$ cat src/rtl/hall_pkg.sv
// Shared Hall-sensor constants, sequence helpers and edge classification
// for the Hall decoder.
package hall_pkg;

    localparam logic [2:0] HALL_INV_LO = 3'b000;
    localparam logic [2:0] HALL_INV_HI = 3'b111;

    // Forward commutation order 1,3,2,6,4,5 packed LSB-first, three bits per step.
    localparam logic [17:0] HALL_FWD_SEQ = {3'd5, 3'd4, 3'd6, 3'd2, 3'd3, 3'd1};

    typedef enum logic [2:0] {
        EvNone,
        EvInvalid,
        EvFirst,
        EvFwd,
        EvRev,
        EvSkip
    } hall_ev_e;

    function automatic logic is_valid(input logic [2:0] code);
        return (code != HALL_INV_LO) && (code != HALL_INV_HI);
    endfunction

    function automatic logic [2:0] fwd_next(input logic [2:0] code);
        logic [2:0] nxt;
        nxt = 3'd0;
        for (int i = 0; i < 6; i++) begin
            if (HALL_FWD_SEQ[3*i +: 3] == code) begin
                nxt = HALL_FWD_SEQ[3*((i + 1) % 6) +: 3];
            end
        end
        return nxt;
    endfunction

    function automatic logic [2:0] rev_next(input logic [2:0] code);
        logic [2:0] nxt;
        nxt = 3'd0;
        for (int i = 0; i < 6; i++) begin
            if (HALL_FWD_SEQ[3*i +: 3] == code) begin
                nxt = HALL_FWD_SEQ[3*((i + 5) % 6) +: 3];
            end
        end
        return nxt;
    endfunction

    function automatic hall_ev_e classify(input logic [2:0] old_code,
                                          input logic [2:0] new_code);
        if (!is_valid(new_code)) return EvInvalid;
        if (!is_valid(old_code)) return EvFirst;
        if (new_code == fwd_next(old_code)) return EvFwd;
        if (new_code == rev_next(old_code)) return EvRev;
        return EvSkip;
    endfunction

endpackage

$ cat src/rtl/hall_filter.sv
// Two-flop synchroniser and FILT_LEN-sample debounce for the raw Hall lines;
// emits the accepted code, the current candidate and a one-cycle accept strobe.
module hall_filter
    import hall_pkg::*;
#(
    parameter int unsigned FILT_LEN = 4
) (
    input  logic       clk,
    input  logic       rst,
    input  logic [2:0] hall_i,
    output logic [2:0] code_o,
    output logic [2:0] cand_o,
    output logic       accept_o
);

    localparam logic [7:0] Thresh = 8'(FILT_LEN);

    logic [2:0] meta_q, sync_q, last_q;
    logic [2:0] code_q, code_d;
    logic [7:0] stab_q, stab_d;
    logic       accept;

    always_ff @(posedge clk or posedge rst) begin
        if (rst) begin
            meta_q <= 3'd0;
            sync_q <= 3'd0;
            last_q <= 3'd0;
            stab_q <= 8'd0;
            code_q <= 3'd0;
        end else begin
            meta_q <= hall_i;
            sync_q <= meta_q;
            last_q <= sync_q;
            stab_q <= stab_d;
            code_q <= code_d;
        end
    end

    // stab_d counts how many cycles sync_q has held its present value, this one included.
    always_comb begin
        if (sync_q != last_q) begin
            stab_d = 8'd1;
        end else if (stab_q == 8'hFF) begin
            stab_d = stab_q;
        end else begin
            stab_d = stab_q + 8'd1;
        end
        accept = (sync_q != code_q) && (stab_d >= Thresh);
        code_d = accept ? sync_q : code_q;
    end

    assign code_o   = code_q;
    assign cand_o   = sync_q;
    assign accept_o = accept;

endmodule

$ cat src/rtl/hall_decoder.sv
// Hall decoder: sequence checking, direction, electrical position and edge period.
// Optional HALL_PERIOD_AVG_EN reports the mean of the last four legal periods.
module hall_decoder
    import hall_pkg::*;
#(
    parameter int unsigned FILT_LEN = 4,
    parameter int unsigned PER_W    = 24,
    parameter int unsigned POS_W    = 16
) (
    input  logic             clk,
    input  logic             rst,
    input  logic [2:0]       hall_in,
    input  logic             clr_pos,
    output logic [2:0]       hall_out,
    output logic             hall_valid,
    output logic             dir,
    output logic             edge_pulse,
    output logic [PER_W-1:0] period,
    output logic             period_valid,
    output logic             stalled,
    output logic             fault,
    output logic [POS_W-1:0] position
);

    localparam logic [PER_W-1:0] CntOne = PER_W'(1);
    localparam logic [PER_W-1:0] CntMax = '1;
    localparam logic [POS_W-1:0] PosOne = POS_W'(1);

    logic [2:0] code, cand;
    logic       accept;

    hall_filter #(
        .FILT_LEN (FILT_LEN)
    ) u_filter (
        .clk      (clk),
        .rst      (rst),
        .hall_i   (hall_in),
        .code_o   (code),
        .cand_o   (cand),
        .accept_o (accept)
    );

    logic             dir_q, dir_d;
    logic             edge_q;
    logic             fault_q, fault_d;
    logic             pv_q, pv_d;
    logic [PER_W-1:0] period_q, period_d;
    logic             stalled_q, stalled_d;
    logic             ref_ok_q, ref_ok_d;
    logic [PER_W-1:0] cnt_q, cnt_d;
    logic [POS_W-1:0] pos_q, pos_d;
    logic             cnt_sat;
    logic             raw_pv;
    hall_ev_e         ev;

    always_ff @(posedge clk or posedge rst) begin
        if (rst) begin
            dir_q     <= 1'b1;
            edge_q    <= 1'b0;
            fault_q   <= 1'b0;
            pv_q      <= 1'b0;
            period_q  <= '0;
            stalled_q <= 1'b1;
            ref_ok_q  <= 1'b0;
            cnt_q     <= '0;
            pos_q     <= '0;
        end else begin
            dir_q     <= dir_d;
            edge_q    <= accept;
            fault_q   <= fault_d;
            pv_q      <= pv_d;
            period_q  <= period_d;
            stalled_q <= stalled_d;
            ref_ok_q  <= ref_ok_d;
            cnt_q     <= cnt_d;
            pos_q     <= pos_d;
        end
    end

    always_comb begin
        ev        = accept ? classify(code, cand) : EvNone;
        cnt_sat   = (cnt_q == CntMax);
        dir_d     = dir_q;
        fault_d   = 1'b0;
        pos_d     = pos_q;
        raw_pv    = 1'b0;
        cnt_d     = cnt_sat ? cnt_q : cnt_q + CntOne;
        stalled_d = stalled_q | cnt_sat;
        ref_ok_d  = ref_ok_q & ~cnt_sat;

        unique case (ev)
            EvInvalid: begin
                fault_d   = 1'b1;
                ref_ok_d  = 1'b0;
                stalled_d = 1'b1;
            end
            EvFirst: begin
                cnt_d = CntOne;
            end
            EvFwd, EvRev: begin
                dir_d     = (ev == EvFwd);
                pos_d     = (ev == EvFwd) ? pos_q + PosOne : pos_q - PosOne;
                // A saturating counter this very cycle already disqualifies the period.
                raw_pv    = ref_ok_q && !stalled_q && !cnt_sat;
                ref_ok_d  = 1'b1;
                stalled_d = 1'b0;
                cnt_d     = CntOne;
            end
            EvSkip: begin
                fault_d   = 1'b1;
                ref_ok_d  = 1'b0;
                stalled_d = 1'b1;
                cnt_d     = CntOne;
            end
            default: ;
        endcase

        if (clr_pos) begin
            pos_d = '0;
        end
    end

`ifdef HALL_PERIOD_AVG_EN
    logic [PER_W-1:0] hist_q [4];
    logic [PER_W-1:0] hist_d [4];
    logic [PER_W+1:0] sum_q, sum_d;
    logic [2:0]       fill_q, fill_d;
    logic             flush;

    always_ff @(posedge clk or posedge rst) begin
        if (rst) begin
            for (int i = 0; i < 4; i++) hist_q[i] <= '0;
            sum_q  <= '0;
            fill_q <= 3'd0;
        end else begin
            for (int i = 0; i < 4; i++) hist_q[i] <= hist_d[i];
            sum_q  <= sum_d;
            fill_q <= fill_d;
        end
    end

    // Flushed entries read as zero, so subtracting hist_q[3] is safe while filling.
    always_comb begin
        flush    = cnt_sat || (ev == EvInvalid) || (ev == EvSkip);
        for (int i = 0; i < 4; i++) hist_d[i] = hist_q[i];
        sum_d    = sum_q;
        fill_d   = fill_q;
        pv_d     = 1'b0;
        period_d = period_q;
        if (flush) begin
            for (int i = 0; i < 4; i++) hist_d[i] = '0;
            sum_d  = '0;
            fill_d = 3'd0;
        end else if (raw_pv) begin
            hist_d[0] = cnt_q;
            for (int i = 1; i < 4; i++) hist_d[i] = hist_q[i-1];
            sum_d  = sum_q + {2'b00, cnt_q} - {2'b00, hist_q[3]};
            fill_d = (fill_q == 3'd4) ? fill_q : fill_q + 3'd1;
            if (fill_d == 3'd4) begin
                pv_d     = 1'b1;
                period_d = sum_d[PER_W+1:2];
            end
        end
    end
`else
    always_comb begin
        pv_d     = raw_pv;
        period_d = raw_pv ? cnt_q : period_q;
    end
`endif

    assign hall_out     = code;
    assign hall_valid   = is_valid(code);
    assign dir          = dir_q;
    assign edge_pulse   = edge_q;
    assign period       = period_q;
    assign period_valid = pv_q;
    assign stalled      = stalled_q;
    assign fault        = fault_q;
    assign position     = pos_q;

endmodule

$ cat config.mk
export PLATFORM = sky130hd
export DESIGN_NAME = hall_decoder
export DESIGN_NICKNAME = d
export VERILOG_FILES = /design/src/rtl/hall_pkg.sv /design/src/rtl/hall_filter.sv /design/src/rtl/hall_decoder.sv
export SDC_FILE = /design/constraint.sdc
export NUM_CORES = 1
export LEC_CHECK = 0
export BUFFER_PORTS_ARGS = -buffer_cell sky130_fd_sc_hd__buf_2
export CORE_AREA = 2 2 103 105
export CTS_CLUSTER_DIAMETER = 120
export CTS_CLUSTER_SIZE = 20
export DETAILED_ROUTE_END_ITERATION = 16
export DIE_AREA = 0 0 105 107
export GPL_ROUTABILITY_DRIVEN = 0
export HOLD_SLACK_MARGIN = 0.1
export PLACE_DENSITY = 0.78
export SLEW_MARGIN = 20
export SYNTH_ARGS = -nofsm -noshare
export SYNTH_HDL_FRONTEND = slang
export SYNTH_SLANG_ARGS = --single-unit
$ cat constraint.sdc
create_clock -name clk -period 4.07 [get_ports clk]
set_clock_uncertainty 0.15 [all_clocks]
set_input_delay 0.814 -clock clk [delete_from_list [all_inputs] [get_ports clk]]
set_output_delay 0.814 -clock clk [all_outputs]
set_load 0.005 [all_outputs]
==> results_dict.tcl <==
set metrics [dict create \
    status "complete, but fails checks" \
    violations "negative setup slack" \
    avgSynthCellArea_um2 10.22 \
    ant_nets 0 \
    fin_util_pct 59.78 \
    core_area_um2 10090 \
    critPathMaxFanout 7 \
    start_util_pct 48.19 \
    swShare_pct 35.07 \
    vdd_ir_drop_max_uv 279.5 \
    fin_ws_ns -0.04630 \
    clock_latency_ns 0.39 \
    first_iter_violations 257 \
    tightest_slew_ns 0.7309 \
    grt_first_pass_wirelength_um 19310 \
    p_seq_share_pct 43.8 \
    rows 37 \
    ys_seq_elements 90 \
    fin_tns_setup_ns -0.04630 \
    nFillCells 859 \
    io_pins 55 \
    h-tree-depth 3 \
    synth_edf_count 0 \
    fmax_ghz 0.2429 \
    syn_area_um2 4863 \
    finalNetCount 603 \
    syn_inst 476 \
    critPathTopFamily "compound AO/OA/AOI/OAI gates" \
    fin_crit_sh_pct 101.1 \
    die_h_um 107 \
    synth_area_leader_cell "dfrtp_1" \
    synthToLayoutAreaGrowth_pct 24.05 \
    cts-root-buf "clkbuf_8" \
    grt_usage_pct 21.45 \
    timing.max_cap.violations 0 \
    clk_pin_slew_worst_paths_ns 0.10 \
    syn_nets 502 \
    dp_hpwl_um 7709 \
    clockBufferDepth 2 \
    final_hold_viol_count 0 \
    diodes 0 \
    crit_slowest_cell "or4b_4" \
    leakage_nw 2.933 \
    timing.final.crit_period_ns 4.116 \
    synthArstFlopShare_pct 100.0 \
    combPwrFrac_pct 28.1 \
    startpoint_type "flip-flop" \
    cp.required_ns 4.21 \
    cts.sinks 90 \
    first_global_vias 4013 \
    rsz0062_at_grt "yes" \
    yosysWarnings 0 \
    dieArea_um2 11240 \
    cts_tree "built" \
    final_cell_mix "dfrtp_1 (88), buf_2 (54), buf_4 (54)" \
    p_switching_w 0.0008360 \
    wire_per_inst_um 15.99 \
    antenna_found_initial 0 \
    dp_cells 690 \
    min-delay-path-class "reg2reg" \
    yosysSeqAreaShare_pct 46.36 \
    max_slew_margin_pct 50.90 \
    internal_power_w 0.001548 \
    power_w 0.002384 \
    path_cells "or4_1, o21ai_1, a222oi_1, buf_4, or4b_4, ha_4, a21o_1, a21o_1, a311oi_2, o21ai_1, o41ai_2, mux2i_1, mux2_2" \
    drive_gt1_share_pct 31.79 \
    place_ws_ns -0.1429 \
    drt_pass1_iterations 4 \
    ys.flop_type "dfrtp_1" \
    cts_buffers 9 \
    drt_wl_total_um 11480 \
    synth_cell_types 61 \
    critPathKind "reg2reg" \
    viasPerCell 5.554 \
    vias 3988 \
    port_buffers 54 \
    crit_path_end_kind "flip-flop" \
    finalMaxSlewViolations 0 \
    slowest_delay_ns 0.65 \
    fp.dieW_um 105 \
    synthTopCellsByArea "dfrtp_1 (45%), mux2_4 (5.9%), ha_1 (4.9%)" \
    clkPwrFrac_pct 28.1 \
    final_cells 718 \
    worstPathBufferInverterCount 1 \
    power.density_nw_per_um2 395.1 \
    synth.top_cell.area_share_pct 45.28 \
    setup_viol 1 \
    grt_max_degree 39 \
    grt_overflow_total 0 \
    drc_errors 0 \
    layout_commonest_cell "dfrtp_1" \
    worst_ep_arrival_time_ns 4.25 \
]
per-stage QoR:
step,cell area [um^2],hold WS [ns]
2_1_floorplan,4912,0.1812
3_3_place_gp,5578,0.1899
3_5_place_dp,5578,0.1971
4_1_cts,5914,0.2211
5_1_grt,6033,0.2351
6_report,6033,0.2200
layer usage:
layer  track usage [%]  wire [um]
met4             10.10        270
met1             27.73       5212
met2             34.18       5523
met5                 0          0
met3             5.046        474
power groups by stage:
stage	registers (W)	logic [W]	clock network, W
floorplan	0.00103	0.000394	0
global placement	0.00105	0.000593	0
detailed placement	0.00105	0.000618	0
CTS	0.00104	0.000635	0.000687
global route	0.00105	0.000737	0.000719
finish	0.00104	0.000670	0.000670
synthesized netlist by cell type, types with 5 or more instances:
cell type  instances
nor3_1            10
xor2_1            23
mux2_2             7
xnor2_1           17
nor2_1            45
nand4_1            9
o21ai_0           30
and2_1             5
a31oi_1            6
a21oi_1           30
nand3_1           26
inv_1             14
ha_1              19
dfrtp_1           88
a211oi_1           5
clkbuf_1          10
nand2_1           32
and3_1            10
mux2_4            19
nand2b_1           5
cells by family after synthesis:
group                    count (synthesis)  synth area share (%)
buffers and inverters                   34                 3.242
XOR/XNOR                                41                 7.538
AND/OR/NAND/NOR                        164                 17.06
flip-flops                              90                 46.36
AO/OA/AOI/OAI                           97                 12.19
adder cells (fa/ha/maj)                 21                 5.506
multiplexers                            29                 8.104
worst reg2reg max path, delay by kind of cell, from the launching register on:
family	cells	cell delay, ns
simple gates	2	1.16
mux	2	0.57
buf+inv	1	0.16
compound gates	7	1.25
fa+ha+maj	1	0.26
flops	1	0.45
registers in the layout, summed over array words and instances, names as in the netlist, 3 cells and up:
| register | flops |
|---|---|
| period | 24 |
| u_filter.last_q | 3 |
| u_filter.stab_q | 8 |
| u_filter.meta_q | 3 |
| u_filter.cand_o | 3 |
| cnt_q | 24 |
| u_filter.code_o | 3 |
| position | 16 |
final timing paths:
kind / slack, ns / cells after the start / endpoint / start
worst max-delay path: -0.05 / 13 / position[15] / u_filter.cand_o[1]
worst min-delay path: 0.22 / 0 / u_filter.cand_o[2] / u_filter.meta_q[2]
worst max register to register: -0.05 / 13 / position[15] / u_filter.cand_o[1]
worst min register to register: 0.22 / 0 / u_filter.cand_o[2] / u_filter.meta_q[2]
max in group asynchronous: 2.69 / 3 / cnt_q[9] / rst
min in group asynchronous: 0.25 / 2 / u_filter.stab_q[4] / rst
area by class of cell:
cell class	instances	area (um^2)	share of cell area [%]
flip-flops and latches	90	2255	37.37
inverters	14	53.80	0.8917
repair buffers	109	695.7	11.53
clock buffers	9	123.9	2.053
clock inverters	7	95.09	1.576
multi-input cells	353	2640	43.76
well taps	136	170.2	2.820
timing repair:
| item | in CTS | in global routing |
|---|---|---|
| pin swaps | 5 | 8 |
| endpoints found under the setup margin | 1 | 7 |
| gates cloned | 1 | 0 |
| resized for setup | 11 | 14 |
| endpoints found under the hold margin | 0 | 0 |
| hold buffers | 0 | 0 |
| buffers inserted | 7 | 4 |
(Power assumes the default switching activity.)
